===== src/rtl/log2_pkg.sv =====
// Shared constants and the elaboration-time generator for the log2 mantissa
// lookup tables used by log2_lut_pipe.
package log2_pkg;

    // Rounding mode carried with each beat (in_floor).
    localparam logic MODE_ROUND = 1'b0;
    localparam logic MODE_FLOOR = 1'b1;

    // Fraction bits of the fixed-point working value used while generating
    // the tables; wide enough that truncation error never reaches an
    // output-bit boundary for practical widths.
    localparam int FIX_BITS = 62;

    // Returns floor(x) (floor_mode=1) or floor(x+0.5) (floor_mode=0) where
    // x = log2(1 + f/2^in_w) * 2^(out_w-1).
    // The log2 fraction bits are produced by repeated squaring of the
    // mantissa: each squaring doubles the log, and the mantissa reaching 2.0
    // yields a 1 bit. out_w bits are produced, one more than the output
    // fraction, so that round-half-up is (y+1)>>1 and floor is y>>1.
    function automatic int log2_entry(input int in_w, input int out_w,
                                      input int f, input logic floor_mode);
        logic [127:0] v;
        int           y;
        v = (128'(f) + (128'(1) << in_w)) << (FIX_BITS - in_w);
        y = 0;
        for (int i = 0; i < out_w; i++) begin
            v = (v * v) >> FIX_BITS;
            y = y << 1;
            if (v[127:FIX_BITS+1] != '0) begin
                y = y | 1;
                v = v >> 1;
            end
        end
        if (floor_mode == MODE_FLOOR) begin
            return y >> 1;
        end
        return (y + 1) >> 1;
    endfunction

endpackage


===== src/rtl/log2_lut_rom.sv =====
// One lane of the log2 lookup: a constant table per rounding mode, built at
// elaboration, selected by the beat's mode bit. Purely combinational.
module log2_lut_rom
    import log2_pkg::*;
#(
    parameter int IN_WIDTH  = 5,
    parameter int OUT_WIDTH = 5
) (
    input  logic [IN_WIDTH-1:0]  idx,
    input  logic                 floor_mode,
    output logic [OUT_WIDTH-1:0] val
);

    localparam int DEPTH = 1 << IN_WIDTH;

    logic [OUT_WIDTH-1:0] round_tbl [DEPTH];
    logic [OUT_WIDTH-1:0] floor_tbl [DEPTH];

    for (genvar i = 0; i < DEPTH; i++) begin : g_tbl
        localparam int RV = log2_entry(IN_WIDTH, OUT_WIDTH, i, MODE_ROUND);
        localparam int FV = log2_entry(IN_WIDTH, OUT_WIDTH, i, MODE_FLOOR);
        assign round_tbl[i] = OUT_WIDTH'(RV);
        assign floor_tbl[i] = OUT_WIDTH'(FV);
    end

    assign val = (floor_mode == MODE_FLOOR) ? floor_tbl[idx] : round_tbl[idx];

endmodule


===== src/rtl/log2_lut_pipe.sv =====
// Two-stage pipelined log2 mantissa lookup with LANES parallel lanes sharing
// one valid/ready handshake and an opaque tag carried alongside each beat.
//
// Handshake: a beat transfers on any rising edge where valid && ready are
// both high. in_ready never looks at in_valid. Once out_valid rises, out_log,
// out_tag and out_valid hold unchanged until a cycle with out_ready high.
module log2_lut_pipe #(
    parameter int IN_WIDTH  = 5,
    parameter int OUT_WIDTH = 5,
    parameter int LANES     = 1,
    parameter int TAG_WIDTH = 4
) (
    input  logic                           clock,
    input  logic                           resetn,
    input  logic                           in_valid,
    output logic                           in_ready,
    input  logic [LANES*IN_WIDTH-1:0]      in_frac,
    input  logic                           in_floor,
    input  logic [TAG_WIDTH-1:0]           in_tag,
    output logic                           out_valid,
    input  logic                           out_ready,
    output logic [LANES*OUT_WIDTH-1:0]     out_log,
    output logic [TAG_WIDTH-1:0]           out_tag
);

    // Stage 1: captured input beat
    logic                          s1_valid;
    logic [LANES*IN_WIDTH-1:0]     s1_frac;
    logic                          s1_floor;
    logic [TAG_WIDTH-1:0]          s1_tag;

    // Stage 2: looked-up result
    logic                          s2_valid;
    logic [LANES*OUT_WIDTH-1:0]    s2_log;
    logic [TAG_WIDTH-1:0]          s2_tag;

    logic [LANES*OUT_WIDTH-1:0]    lut_log;
    logic                          s2_adv;

    // A stage may load when it is empty or its contents move on this cycle.
    assign s2_adv   = !s2_valid || out_ready;
    assign in_ready = !s1_valid || !s2_valid || out_ready;

    for (genvar l = 0; l < LANES; l++) begin : g_lane
        log2_lut_rom #(
            .IN_WIDTH  (IN_WIDTH),
            .OUT_WIDTH (OUT_WIDTH)
        ) u_rom (
            .idx        (s1_frac[l*IN_WIDTH +: IN_WIDTH]),
            .floor_mode (s1_floor),
            .val        (lut_log[l*OUT_WIDTH +: OUT_WIDTH])
        );
    end

    // Occupancy flags: cleared by reset, which discards any in-flight beats.
    always_ff @(posedge clock) begin
        if (!resetn) begin
            s1_valid <= 1'b0;
            s2_valid <= 1'b0;
        end else begin
            if (in_ready) begin
                s1_valid <= in_valid;
            end
            if (s2_adv) begin
                s2_valid <= s1_valid;
            end
        end
    end

    // Data and tag registers: unreset, only loaded when a beat moves in.
    always_ff @(posedge clock) begin
        if (in_ready && in_valid) begin
            s1_frac  <= in_frac;
            s1_floor <= in_floor;
            s1_tag   <= in_tag;
        end
        if (s2_adv && s1_valid) begin
            s2_log <= lut_log;
            s2_tag <= s1_tag;
        end
    end

    assign out_valid = s2_valid;
    assign out_log   = s2_log;
    assign out_tag   = s2_tag;

endmodule

===== config.mk =====
export PLATFORM = sky130hd
export DESIGN_NAME = log2_lut_pipe
export DESIGN_NICKNAME = d
export VERILOG_FILES = /design/src/rtl/log2_pkg.sv /design/src/rtl/log2_lut_rom.sv /design/src/rtl/log2_lut_pipe.sv
export SDC_FILE = /design/constraint.sdc
export NUM_CORES = 1
export LEC_CHECK = 0
export ABC_AREA = 1
export CAP_MARGIN = 20
export CELL_PAD_IN_SITES_DETAIL_PLACEMENT = 0
export CELL_PAD_IN_SITES_GLOBAL_PLACEMENT = 1
export CORE_MARGIN = 2
export CORE_UTILIZATION = 37
export CTS_BUF_LIST = sky130_fd_sc_hd__clkbuf_16
export CTS_CLUSTER_DIAMETER = 30
export DETAILED_ROUTE_END_ITERATION = 7
export GPL_ROUTABILITY_DRIVEN = 0
export GPL_TIMING_DRIVEN = 0
export PLACE_DENSITY = 0.83
export RECOVER_POWER = 25
export REMOVE_ABC_BUFFERS = 1
export SYNTH_ARGS = -nofsm -noshare
export SYNTH_HDL_FRONTEND = slang
export SYNTH_HIERARCHICAL = 1
export SYNTH_SLANG_ARGS = --single-unit

===== constraint.sdc =====
create_clock -name clock -period 1.8 [get_ports clock]
set_clock_uncertainty 0.1 [all_clocks]
set_input_delay 0.18 -clock clock [delete_from_list [all_inputs] [get_ports clock]]
set_output_delay 0.18 -clock clock [all_outputs]
set_load 0.05 [all_outputs]

==> results of run 1 <==
## layout by cell type (no fill, tap or decap)
cell type        netlist  routed
o211ai_1               1       1
dlygate4sd3_1          0      10
nor3_1                 3       3
ha_1                   8       8
clkdlybuf4s50_1        0      13
nand3_2                1       1
inv_1                 18      18
or2_0                  1       1
a21oi_2                1       1
o21ai_0                5       5
clkinv_2               0       1
dfxtp_1                2       2
edfxtp_1              19      19
nand3_1                8       8
a21oi_1                3       3
clkbuf_16              0       3
a31oi_1                2       2
nor2_1                13      13
buf_4                  0       5
or2_2                  1       1
dlygate4sd2_1          0       1
nand2_1               31      31
o21ai_1                1       1
## worst max-delay path by stage
| stage | from | to | slack [ns] | cells after the start |
|---|---|---|---|---|
| 2_1_floorplan | out_valid$_SDFFE_PN0P_ | s1_floor$_DFFE_PP_ | 0.10 | 1 |
| 3_3_place_gp | out_ready | s1_frac[0]$_DFFE_PP_ | -0.10 | 3 |
| 3_5_place_dp | in_valid | s1_floor$_DFFE_PP_ | -0.16 | 3 |
| 4_1_cts | out_valid$_SDFFE_PN0P_ | out_valid | 0.03 | 1 |
| 5_1_grt | out_valid$_SDFFE_PN0P_ | out_valid | 0.003 | 1 |
| 6_report | out_valid$_SDFFE_PN0P_ | out_valid | 0.04 | 1 |
## where the power goes
part	total (mW)	switching, mW	internal (mW)	leakage (nW)
registers	0.585	0.0188	0.566	0.200
logic	0.201	0.121	0.0803	0.411
clock network	0.448	0.151	0.297	0.0409
## sequential cells by signal, indices dropped and copies added (netlist names)
name	cells
s1_floor	1
out_log	5
s1_valid	1
out_tag	4
s1_frac	5
s1_tag	4
out_valid	1
## cell families after synthesis
logic type               after synthesis
AO/OA/AOI/OAI                         13
flip-flops                            21
buffers and inverters                 20
adder cells (fa/ha/maj)                8
AND/OR/NAND/NOR                       58
## stage by stage
stage / TNS [ns] / setup WS, ns / area (µm²) / power [mW]
after detailed placement: -2.59 / -0.165 / 1370 / 0.790
after global placement: -1.39 / -0.103 / 1370 / 0.788
after CTS: 0 / 0.0322 / 1480 / 1.25
after global routing: 0 / 0.00347 / 1490 / 1.29
final: 0 / 0.0407 / 1490 / 1.23
after floorplan: 0 / 0.101 / 1090 / 0.716
## layout make-up
class                      count  area share (%)
inverter                      18            4.53
clock buffer                   3            5.04
clock inverter                 1           0.336
tap                           31            2.60
timing repair buffer          29            18.6
multi-input combinational     79            28.0
sequential                    21            41.0
## routing by layer
metal  vias up  routed length, µm  track usage, %
met5         -                  0               0
met4         0                 10            2.92
met3         2                105            3.96
met2        26               1070            21.4
met1       396                841            15.2
li1        455                  -               -
## repair_timing
item,CTS,global route
buffers inserted,3,2
endpoints found under the setup margin,2,1
resized for setup,1,0
hold buffers,0,0
==> results.toml, run 1 <==
[outcome]
status = "finished with violations"
violations = "DRC"

[critical_path]
cp_top_family = "buffers and inverters"
path_max_fanout = 5
reg2reg_from = "s1_frac[1]$_DFFE_PP_"
cp.arrival_ns = 1.48
startpoint_type = "flip-flop"
cp_cell_sequence = "clkdlybuf4s50_1"
reg2reg_to = "out_log[1]$_DFFE_PP_"
regToRegSetupSlack_ns = 0.12
endpoint_kind = "output pin"
worstPathRequired_ns = 1.52
path_buf_inv = 1
path_class = "flip-flop to output pin"
cp_slowest_cell = "clkdlybuf4s50_1"
slowest_delay_ns = 0.83
r2r_cells = 7

[drt]
firstDrtPassIters = 6
totalWireLength_mm = 2.03
first_iter_violations = 28
vias = 879
ant_nets = 0
remaining_drc_errors = 2
viasPerCell = 4.83
wl_per_cell_um = 11.2

[sta]
min_period_over_period_pct = 97.7
slew_viol_final = 0
rsz0062_at_grt = "false"
fin_crit_ns = 1.76
slew_headroom_pct = 32.3
hold_viol_final = 0
holdWs_ns = 0.320
fmax_mhz = 568
setup_viol = 0
worst_slew_pin_slew_ns = 1.01

[global_route]
grt_max_degree = 15
grt-ovfl-total = 0
grt_usage_pct = 12.5
antenna_found_initial = 0
grt_pass1_wl_mm = 3.29
grt_pass1_vias = 793

[logic_synthesis]
synthMostInstantiatedCell = "nand2_1"
synth_top_family_by_area = "simple AND/OR/NAND/NOR gates"
avgSynthCellArea_um2 = 9.26
syn_area_mm2 = 0.00111
yosysWarnings = 6
synthMuxAreaShare_pct = 0
ys_ff_latch = 21
yosys-top-cells-area = "edfxtp_1 (51%), nand2_1 (10%), ha_1 (9.0%)"
ys_seq_area_share_pct = 55.0
synth-simple-area-share_pct = 21.8
synth-compound-area-share_pct = 6.64
synth_flop_cell = "edfxtp_1"
async_flop_share_pct = 0
synthXorXnorAreaFrac_pct = 0
synthAdderAreaFrac_pct = 9.01
synth_top_area_share_pct = 51.4
synth.distinct_cells = 19
syn_inst = 120
synth_common_cells = "nand2_1 (31), edfxtp_1 (19), inv_1 (18)"
synth_edf_count = 19
yosysTopAreaCell = "edfxtp_1"

[hold_path]
min_to = "out_tag[3]$_DFFE_PP_"
hold_class = "flip-flop to flip-flop"
min_from = "s1_tag[3]$_DFFE_PP_"
whs_path_depth = 0

[cts]
cts.sinks = 21
numCtsBuffers = 3
clk_pin_slew_ns = 0.05
cts_max_level = 1
clockBufferDepth = 2
root_buffer = "clkbuf_16"
cts_tree = "built"
clk_latency_ns = 0.25

[cells_and_area]
area_growth_pct = 34.1
layout-drive-gt1-share_pct = 7.95
multi_input_area_um2 = 417
final_util_pct = 53.1
seq_area_um2 = 611
fin_nets = 174
n_antenna_cell = 0
fin_cells = 182
nFillCells = 265

[placement]
post-place-cells = 173
port_buffers = 24
hpwl_mm = 1.52

[pwr]
p_per_area_mw_per_mm2 = 828
irDropWorstVdd_mv = 0.572
p_leak_nw = 0.651

[floorplanning]
dieArea_mm2 = 0.00346
start_util_pct = 39.6
dieWidth_um = 58.8
fp.dieH_um = 58.8
coreArea_mm2 = 0.00281
fp-row-count = 19
ios = 25

[flow_run]
maxCapViolCount = 0
Note: power is estimated with default switching activity, not from simulation.
==> run 2, diff against run 1 <==
--- a/config.mk
+++ b/config.mk
@@ -19,6 +19,7 @@
 export PLACE_DENSITY = 0.83
 export RECOVER_POWER = 25
 export REMOVE_ABC_BUFFERS = 1
+export SKIP_LAST_GASP = 1
 export SYNTH_ARGS = -nofsm -noshare
 export SYNTH_HDL_FRONTEND = slang
 export SYNTH_HIERARCHICAL = 1
==> results of run 2 <==
Final layout, timing and power as in run 1 (identical DEF).
==> run 3, diff against run 2 <==
--- a/config.mk
+++ b/config.mk
@@ -6,7 +6,7 @@
 export NUM_CORES = 1
 export LEC_CHECK = 0
 export ABC_AREA = 1
-export CAP_MARGIN = 20
+export CAP_MARGIN = 40
 export CELL_PAD_IN_SITES_DETAIL_PLACEMENT = 0
 export CELL_PAD_IN_SITES_GLOBAL_PLACEMENT = 1
 export CORE_MARGIN = 2
==> results.toml, run 3 (synthesis results as in run 1) <==
[drt]
vias = 891
wl_per_cell_um = 11.4
firstDrtPassIters = 6
ant_nets = 0
remaining_drc_errors = 2
first_iter_violations = 18
totalWireLength_mm = 2.08
viasPerCell = 4.87

[placement]
pre_cts_ws_ns = -0.0971
place_area_mm2 = 0.00138
hpwl_mm = 1.55
port_buffers = 24
post-place-cells = 174

[floorplanning]
coreArea_mm2 = 0.00281
dieArea_mm2 = 0.00346
fp.dieH_um = 58.8
start_util_pct = 39.6
dieWidth_um = 58.8
ios = 25
fp-row-count = 19

[cells_and_area]
final_util_pct = 53.5
layout-drive-gt1-share_pct = 8.55
fin_nets = 175
stdcell_area_mm2 = 0.00150
layout_common_cells = "nand2_1 (31), edfxtp_1 (19), inv_1 (18)"
n_antenna_cell = 0
mostFrequentLayoutCell = "nand2_1"
nFillCells = 271
area_growth_pct = 35.0
fin_cells = 183

[critical_path]
startpoint_type = "flip-flop"
path_class = "flip-flop to flip-flop"
reg2reg_from = "s1_frac[1]$_DFFE_PP_"
reg2reg_to = "out_log[0]$_DFFE_PP_"
startpoint = "s1_frac[1]$_DFFE_PP_"
cp_cell_sequence = "inv_1 > ha_1 > inv_1 > nand2_1 > nand3_1 > nand2_1 > nor2_1 > nor2_1"
path_max_fanout = 7
cp.arrival_ns = 1.59
endpoint_kind = "flip-flop"
r2r_cells = 8
slowest_delay_ns = 0.48
worstPathRequired_ns = 1.71
cp_slowest_cell = "edfxtp_1"
regToRegSetupSlack_ns = 0.11

[pwr]
p_total_mw = 1.24
p_per_area_mw_per_mm2 = 826
p_leak_nw = 0.672
irDropWorstVdd_mv = 0.610

[sta]
timing.final.ws_setup_ns = 0.114
fmax_mhz = 593
min_period_over_period_pct = 93.6
fin_crit_ns = 1.69
tns_ns = 0
slew_viol_final = 0
slew_headroom_pct = 42.4
rsz0062_at_grt = "false"
setup_viol = 0
holdWs_ns = 0.321
worst_slew_pin_slew_ns = 0.864
hold_viol_final = 0

[cts]
root_buffer = "clkbuf_16"
clk_pin_slew_ns = 0.05
cts.sinks = 21
cts_max_level = 1
numCtsBuffers = 3
cts_tree = "built"
clockBufferDepth = 2
hold_buffers = 0
clk_latency_ns = 0.25

[global_route]
grt_pass1_vias = 751
grt-ovfl-total = 0
grt_max_degree = 15
grt_usage_pct = 12.0
grt_pass1_wl_mm = 3.18
antenna_found_initial = 0

[hold_path]
min_from = "s1_tag[3]$_DFFE_PP_"
hold_class = "flip-flop to flip-flop"
whs_path_depth = 0
min_to = "out_tag[3]$_DFFE_PP_"

[outcome]
violations = "DRC"
status = "finished with violations"

[flow_run]
maxCapViolCount = 0
run 3: changes by cell type in the layout (fill, tap and decap cells not counted):
cell	change
dlymetal6s2s_1	+1
clkdlybuf4s50_1	-1
buf_4	+1
run 3: metal layers:
metal	GRT usage, %	share of wire [%]
met1	15.6	43
met2	19.5	52
met3	4.62	5.8
met4	1.95	0
met5	0	0
run 3: layout make-up:
cell class | count | area, µm² | share of cell area [%]
Clock buffer | 3 | 75.1 | 5.00
Clock inverter | 1 | 5.00 | 0.334
Inverter | 18 | 67.6 | 4.50
Multi-Input combinational cell | 79 | 417 | 27.8
Sequential cell | 21 | 611 | 40.7
Tap cell | 31 | 38.8 | 2.59
Timing Repair Buffer | 30 | 287 | 19.1
run 3: repair_timing:
item / 4_1_cts / 5_1_grt
hold endpoints to repair: 0 / 0
pin swaps: 0 / 0
gates resized for setup: 1 / 1
buffers inserted: 0 / 5
gates cloned: 0 / 0
endpoints found under the setup margin: 1 / 3
run 3: how the worst max path moves through the flow:
| stage | cells past startpoint | to |
|---|---|---|
| after detailed placement | 3 | out_log[0]$_DFFE_PP_ |
| final | 8 | out_log[0]$_DFFE_PP_ |
| after global placement | 3 | s1_frac[0]$_DFFE_PP_ |
| after global routing | 6 | out_log[2]$_DFFE_PP_ |
| after floorplan | 1 | s1_floor$_DFFE_PP_ |
| after CTS | 8 | out_log[0]$_DFFE_PP_ |
run 3: critical path, delay by kind of cell (launching register included):
| kind | cells | cell delay [ns] |
|---|---|---|
| and+or+nand+nor | 5 | 0.33 |
| adders and majority gates | 1 | 0.34 |
| DFF | 1 | 0.48 |
| buffers and inverters | 2 | 0.21 |
run 3: where the power goes:
part	switching [mW]	leakage (nW)	internal, mW
sequential	0.0203	0.200	0.565
clock	0.154	0.0409	0.297
combinational	0.121	0.431	0.0820
total	0.295	0.672	0.945
==> variant, RTL diff (config.mk and constraints of run 2) <==
Make the reset (`resetn`) asynchronous in one clocked block.
--- a/src/rtl/log2_lut_pipe.sv
+++ b/src/rtl/log2_lut_pipe.sv
@@ -53,7 +53,7 @@
     end
 
     // Occupancy flags: cleared by reset, which discards any in-flight beats.
-    always_ff @(posedge clock) begin
+    always_ff @(posedge clock or negedge resetn) begin
         if (!resetn) begin
             s1_valid <= 1'b0;
             s2_valid <= 1'b0;
Check against the original RTL: differs if resetn is asserted again (counterexample within 4 cycles, from zero or initial values and one cycle with resetn low); with resetn held inactive, the same outputs for 10 cycles.
==> variant against run 2 <==
Setup slack improved by 0.0078 ns; synthesized area rose by 0.90%; combinational power rose by 32%; routed wire length fell by 0.79%; highest routed layer unchanged; sequential cell count did not move; critical path type unchanged; design area rose by 2.2%; critical path depth did not move; clock power barely moved; total power rose by 7.0%.
==> variant: results <==
[run_status]
status = completed

[clock_network]
cts_root_buf = clkbuf_16
cts_inserted_buffers = 3
htreeDepth = 1
clock_path_buffers = 2
clock_latency_ns = 0.25
clkTransAtPathRegs_ns = 0.05

[synthesis]
synth_cell_types = 19
seq_area_frac_synth_pct = 55.4
synth_cells = 118
yosys-top-cells-area = edfxtp_1, nand2_1, ha_1
yosys-top-cells-count = nand2_1, edfxtp_1, nand3_1, inv_1, nor2_1
async_flop_share_pct = 9.52
yosys_warnings = 6

[global_route]
grt_pass1_vias = 767
grt_pass1_wl_um = 3350
grt_max_degree = 16
grt_util_all_layers_pct = 13.1

[placed_design]
dp_slack_ns = -0.0980
hpwl_um = 1520
port_buffers = 24

[min_path]
hold_path_end = out_tag[0]
hold_start = s1_tag[0]
hp-class = reg2reg

[sta]
hold_viol_final = 0
hold_ws_ns = 0.318
tightest_slew_ns = 0.834

[setup_path]
crit_fanout = 5
reg2reg_setup_slack_ns = 0.10
ff2ff_path_depth = 7
critPathSlowestCell = clkdlybuf4s50_1
cpPeakStageDelay_ns = 0.83

[final_layout]
nets = 175
diodes = 0
drive_above_1_share_pct = 13.2

[detailed_routing]
first_iter_violations = 7
via_count = 883
routed_wl_um = 2020
dr.pass1.iters = 3

[power]
p_leak_nw = 0.668
ir_worst_vdd_mv = 0.633
==> variant: cell count changes after synthesis, moves of 2 or more <==
cell,delta
inv_2,+3
nor2_1,-3
dfxtp_1,-2
a31oi_1,-2
nand3_1,+5
inv_1,-6
dfrtp_1,+2
nor3_1,-3
nor2_2,+2
==> variant: per-layer routing <==
metal	part of all wire [%]	vias to the layer above	track usage (%)
met5	0	-	0
met4	0.99	0	3.90
met3	3.5	5	4.59
met2	52	15	21.3
met1	43	408	16.5
li1	-	455	-
==> variant: cell families (layout without fill, tap and decap cells) <==
| family | after synthesis | count (layout) | synth area share, % |
|---|---|---|---|
| compound gates | 11 | 11 | 5.13 |
| fa+ha+maj | 8 | 8 | 8.93 |
| buf+inv | 17 | 51 | 6.70 |
| flops | 21 | 21 | 55.4 |
| simple gates | 61 | 61 | 23.9 |
==> variant: per-stage QoR <==
step                      utilization (%)  cell area, um^2  instances  power [mW]
after CTS                            52.0             1470        176        1.32
after floorplan                         -             1100        116       0.778
after global routing                 53.8             1520        183        1.39
after global placement               48.8             1380        171       0.868
final                                53.8             1520        183        1.32
after detailed placement             48.8             1380        171       0.872
==> variant: power breakdown <==
group / switching [mW] / internal, mW / total, mW
Combinational: 0.163 / 0.103 / 0.266
Clock: 0.152 / 0.297 / 0.449
Sequential: 0.0255 / 0.579 / 0.604
Total: 0.340 / 0.979 / 1.32
==> variant: layout make-up <==
type | count | area, um^2
clock buffers | 3 | 75.1
clock inverters | 1 | 5.00
fillers | 248 | 1310
inverters | 15 | 56.3
multi-input cells | 80 | 425
flip-flops and latches | 21 | 621
well taps | 31 | 38.8
repair buffers | 32 | 302
==> variant: how the worst max path moves through the flow <==
stage / startpoint / to / slack, ns
6_report: out_valid / out_valid / 0.05
5_1_grt: s1_frac[1] / out_log[1] / 0.01
4_1_cts: s1_frac[1] / out_log[0] / 0.02
3_5_place_dp: out_ready / in_ready / -0.1
3_3_place_gp: out_ready / in_ready / -0.10
2_1_floorplan: out_valid / s1_floor / 0.12
==> variant: repair_timing <==
item	4_1_cts	5_1_grt
setup endpoints to repair	1	2
buffers inserted	0	7
hold buffers	1	0
resized for setup	1	0
hold endpoints to repair	2	0
